`src/rtl/ts_bank_rr_arbiter.sv`:
```
// Round-robin arbiter that shares one TCDM bank port between N_CH masters, upstream of the
// bank's test-and-set bridge. Routes the 1-cycle-latency read response back to the winner.
module ts_bank_rr_arbiter #(
  parameter int unsigned N_CH           = 4,
  parameter int unsigned ADDR_MEM_WIDTH = 12,
  parameter int unsigned DATA_WIDTH     = 32,
  parameter int unsigned BE_WIDTH       = DATA_WIDTH / 8,
  parameter int unsigned AUX_WIDTH      = 2
) (
  input  logic                           clk,
  input  logic                           rst_n,
  input  logic [N_CH-1:0]                m_req_i,
  input  logic [N_CH*ADDR_MEM_WIDTH-1:0] m_add_i,
  input  logic [N_CH-1:0]                m_ts_i,
  input  logic [N_CH-1:0]                m_wen_i,
  input  logic [N_CH*DATA_WIDTH-1:0]     m_wdata_i,
  input  logic [N_CH*BE_WIDTH-1:0]       m_be_i,
  input  logic [N_CH*AUX_WIDTH-1:0]      m_aux_i,
  output logic [N_CH-1:0]                m_gnt_o,
  output logic [N_CH-1:0]                m_r_valid_o,
  output logic [DATA_WIDTH-1:0]          m_r_rdata_o,
  output logic                           bridge_req_o,
  output logic [ADDR_MEM_WIDTH-1:0]      bridge_add_o,
  output logic                           bridge_ts_o,
  output logic                           bridge_wen_o,
  output logic [DATA_WIDTH-1:0]          bridge_wdata_o,
  output logic [BE_WIDTH-1:0]            bridge_be_o,
  output logic [N_CH-1:0]                bridge_ID_o,
  output logic [AUX_WIDTH-1:0]           bridge_aux_o,
  input  logic                           bridge_gnt_i,
  input  logic [DATA_WIDTH-1:0]          mem_rdata_i
);

  localparam int unsigned PtrW = (N_CH > 1) ? $clog2(N_CH) : 1;

  logic [PtrW-1:0] r_rr_ptr_q;
  logic            r_valid_q;
  logic [N_CH-1:0] r_id_q;

  logic [PtrW-1:0] w_winner;
  logic [N_CH-1:0] w_onehot;
  logic            w_grant;

  // Winner is the requester with the smallest cyclic distance from the pointer;
  // with no requester the pointer itself selects the (don't-care) payload.
  always_comb begin
    int v_best;
    int v_off;
    w_winner = r_rr_ptr_q;
    v_best   = int'(N_CH);
    v_off    = 0;
    for (int j = 0; j < int'(N_CH); j++) begin
      v_off = j - int'(r_rr_ptr_q);
      if (v_off < 0) v_off = v_off + int'(N_CH);
      if (m_req_i[j] && (v_off < v_best)) begin
        v_best   = v_off;
        w_winner = PtrW'(j);
      end
    end
  end

  always_comb begin
    w_onehot       = '0;
    bridge_add_o   = '0;
    bridge_ts_o    = 1'b0;
    bridge_wen_o   = 1'b0;
    bridge_wdata_o = '0;
    bridge_be_o    = '0;
    bridge_aux_o   = '0;
    for (int j = 0; j < int'(N_CH); j++) begin
      if (w_winner == PtrW'(j)) begin
        w_onehot[j]    = 1'b1;
        bridge_add_o   = m_add_i[j*ADDR_MEM_WIDTH +: ADDR_MEM_WIDTH];
        bridge_ts_o    = m_ts_i[j];
        bridge_wen_o   = m_wen_i[j];
        bridge_wdata_o = m_wdata_i[j*DATA_WIDTH +: DATA_WIDTH];
        bridge_be_o    = m_be_i[j*BE_WIDTH +: BE_WIDTH];
        bridge_aux_o   = m_aux_i[j*AUX_WIDTH +: AUX_WIDTH];
      end
    end
  end

  assign bridge_req_o = |m_req_i;
  assign bridge_ID_o  = w_onehot;
  assign w_grant      = bridge_gnt_i & bridge_req_o;
  assign m_gnt_o      = w_onehot & {N_CH{w_grant}};

  // The bridge's set store is shielded simply by bridge_gnt_i being low: no grant, no response.
  always_ff @(posedge clk or negedge rst_n) begin
    if (!rst_n) begin
      r_rr_ptr_q <= '0;
      r_valid_q  <= 1'b0;
      r_id_q     <= '0;
    end else begin
      r_valid_q <= w_grant;
      if (w_grant) begin
        r_id_q     <= w_onehot;
        r_rr_ptr_q <= (w_winner == PtrW'(N_CH - 1)) ? '0 : w_winner + 1'b1;
      end
    end
  end

  assign m_r_valid_o = r_id_q & {N_CH{r_valid_q}};
  assign m_r_rdata_o = mem_rdata_i;

endmodule
```
`config.mk`:
```
export PLATFORM = sky130hd
export DESIGN_NAME = ts_bank_rr_arbiter
export DESIGN_NICKNAME = d
export VERILOG_FILES = /design/src/rtl/ts_bank_rr_arbiter.sv
export SDC_FILE = /design/constraint.sdc
export NUM_CORES = 1
export LEC_CHECK = 0
export CORE_AREA = 2 2 132 134
export CTS_BUF_LIST = sky130_fd_sc_hd__clkbuf_16
export DETAILED_ROUTE_END_ITERATION = 16
export DIE_AREA = 0 0 134 136
export PLACE_DENSITY = 0.64
export SYNTH_ARGS = -nofsm -noshare
export SYNTH_HDL_FRONTEND = slang
export SYNTH_SLANG_ARGS = --single-unit
```
`constraint.sdc`:
```
create_clock -name clk -period 13.81 [get_ports clk]
set_clock_uncertainty 0.15 [all_clocks]
set_input_delay 2.0715 -clock clk [delete_from_list [all_inputs] [get_ports clk]]
set_output_delay 2.0715 -clock clk [all_outputs]
set_load 0.01 [all_outputs]
```
==> metrics.md <==
| Metric | Value |
|---|---|
| Status | finished, final reports clean |
| CP endpoint kind | output pin |
| GP Congestion | 0.802 |
| Worst slew pin tran | about 1.1 ns |
| Count of final hold-check violations | 0 |
| Setup Buffers After CTS | 0 |
| Post-Synth XOR/XNOR Area | 0.344% |
| Crit Path Category | input pin to output pin |
| Slowest-stage cell, CP | ha_2 |
| # clock sinks | 7 |
| Detailed Place HPWL | 9280 um |
| Worst vdd ir | ~150 uV |
| CP Cell Sequence | clkdlybuf4s50_1 > nor2b_1 > o21ai_1 > o21a_1 > ha_1 > o22ai_1 > o21ai_1 > nor2_1 > a21o_1 > ha_1 > o32ai_1 > and2_1 > nor3_1 > ha_2 > nor2b_1 > a221oi_1 > o31ai_1 > clkdlybuf4s50_1 |
| Drt drc | 0 |
| Worst path max stage delay | ~0.96 ns |
| MaxCap Viol Count | 0 |
| Most common cell after layout, fill and taps aside | clkdlybuf4s50_1 |
| Share of cells above drive strength 1 | under 10% |
| RSZ-0062 raised after global routing | false |
| Fin crit period | between 9 and 10 ns |
| Fin nets | ~900 |
| CTS tree | done |
| Max Freq | between 100 and 150 MHz |
| Largest net degree at the start of global routing | 102 |
| Hold Path Class | flip-flop to flip-flop |
| 1st-pass router iterations | 4 |
| Initial antenna violation count | 0 |
| Die height | 136 um |
| Met3 usage | 2.68% |
| Initial Util | 15.1% |
| Most Crowded Layer GR | met2 |
| Routed wire length per instance | ~14 um |
| M1 GR Usage | 14.1% |
| Share of synthesized cell area in full adder, half adder and majority cells | 2.95% |
| Pwr Density | ~290 nW/um2 |
| Antenna Cells | 0 |
| Area growth, synth to finish | 109% |
| Global-route wire length before repair | 17600 um |
| EDFF count, synth | 0 |
| Number of synthesized register bits | 7 |
| Compound-Gate Fraction of Synth Area | 35.9% |
| Post-synth ARST share | 100% |
| Register area share after synthesis | 6.88% |
| Final setup violation count | 0 |
| Global Route Usage Sum | 11.8% |
| Clk buf depth | 2 |
| CTS H-tree lvls | 1 |
| Final max-slew violation count | 0 |
| Tightest hold margin | 0.315 ns |
| Buffers & Inverters on Critical Path | 2 |
| Most frequent cells in the layout | clkdlybuf4s50_1, nand2_1, a21oi_1 |
| Via Count | 3760 |
| Critical Path Fanout Max | 49 |
| Main combinational cell family by area after synthesis | simple AND/OR/NAND/NOR gates |
| Post-route ant nets | 0 |
| GRT overflow | 0 |
| Synth Cell Area | approximately 2500 um2 |
| Die Area | approximately 18000 um2 |
| I/O Buffers | between 200 and 300 |
| Clk_lat worst skew | 0.23 ns |
| CTS buffer count | 3 |
| Clock root buffer | clkbuf_16 |
| Placed insts | between 800 and 900 |
| Yosys cell types | 34 |
| Critical Path AT | 7.70 ns |
| Period utilisation layout | 71.8% |
| Vias per inst | roughly 4.3 |
| Initial DRC count | about 110 |
| Syn_nets | 689 |
| Mux share of post-synthesis cell area | 0% |
| Syn avg cell area | 5.84 um2 |
| Ys flop type | dfrtp_1 |
| Clk slew on worst S/H paths | 0.04 ns |
| Post-Synthesis Cells | 436 |
| Required @ worst endpoint | ~12 ns |
| Core Region | 16900 um2 |
| # rows | between 40 and 50 |
| Critical path's top delay family | adder cells |
| Syn. warnings | 0 |
| Drt total wl | 11900 um |
| Setup_tns | 0 ns |
| Die Width | ~130 um |
| Number of global-route vias before repair | 3519 |
| Post-CTS sizing | 0 |
| Cts hold-fix bufs | 0 |
| GR Util met2 | 21.7% |
| Final Non-Filler Cells | just under 900 |
| Top-Level Pins | ~340 |
| Slew margin rel. | 29.6% |
| Simple-Gate Fraction of Synth Area | about 37% |
| Lkg Pwr | 1.83 nW |
| Crit path launch type | input pin |
[per-layer routing]
metal  share of wire (%)  vias to the layer above
li1                    -                     1920
met1                  41                     1634
met2                  48                      192
met3                 8.8                       14
met4                 1.4                        0
met5                   0                        -
[logic make-up after synthesis]
logic type | count (synthesis)
simple gates | 179
compound gates | 167
buf+inv | 76
flops | 7
fa+ha+maj | 6
xor+xnor | 1
[flip-flops by register name (all words and copies together), names as in the netlist]
| signal | cells |
|---|---|
| r_id_q | 4 |
| r_rr_ptr_q | 2 |
| r_valid_q | 1 |
[metrics by stage]
stage          setup slack [ns]  instance area [um2]  total power, mW  util [%]
3_5_place_dp               3.94                 5250             1.49      31.1
6_report                   3.89                 5330             1.53      31.6
5_1_grt                    3.54                 5330             1.67      31.6
3_3_place_gp               4.11                 5250             1.48      31.1
4_1_cts                    3.94                 5330             1.55      31.6
2_1_floorplan              6.10                 2550            0.852         -
[Yosys cell counts (6+ instances only)]
master	number	share of area, %
clkbuf_1	27	4.0
buf_4	32	9.4
nand3b_1	48	14
buf_2	12	2.4
a221oi_1	6	2.1
ha_1	6	2.9
nand2_1	103	15
o31ai_1	6	1.8
a21oi_1	92	18
dfrtp_1	7	6.9
o21ai_1	50	9.8
nor2b_1	8	2.0
[cell type report]
cell class                 count  area [um2]
tap                          225         282
fill                        1828       11500
clock inverter                 1        5.00
multi-input combinational    353        1970
inverter                       2        7.51
clock buffer                   3        75.1
sequential                     7         175
timing repair buffer         282        2820
[worst paths after layout]
path	cells after the start	from	slack, ns	to
max	18	m_req_i[0]	3.89	bridge_ts_o
min	1	r_id_q[0]	0.31	r_id_q[0]
max reg2reg	15	r_rr_ptr_q[0]	9.43	r_id_q[0]
min reg2reg	1	r_id_q[0]	0.31	r_id_q[0]
max in group asynchronous	1	rst_n	11.33	r_id_q[3]
min in group asynchronous	1	rst_n	1.95	r_id_q[1]
[where the power goes]
part	internal (mW)	switching, mW
registers	0.0282	0.00821
logic	0.717	0.725
clock network	0.0379	0.0104
Power figures use the tool's default switching activity.
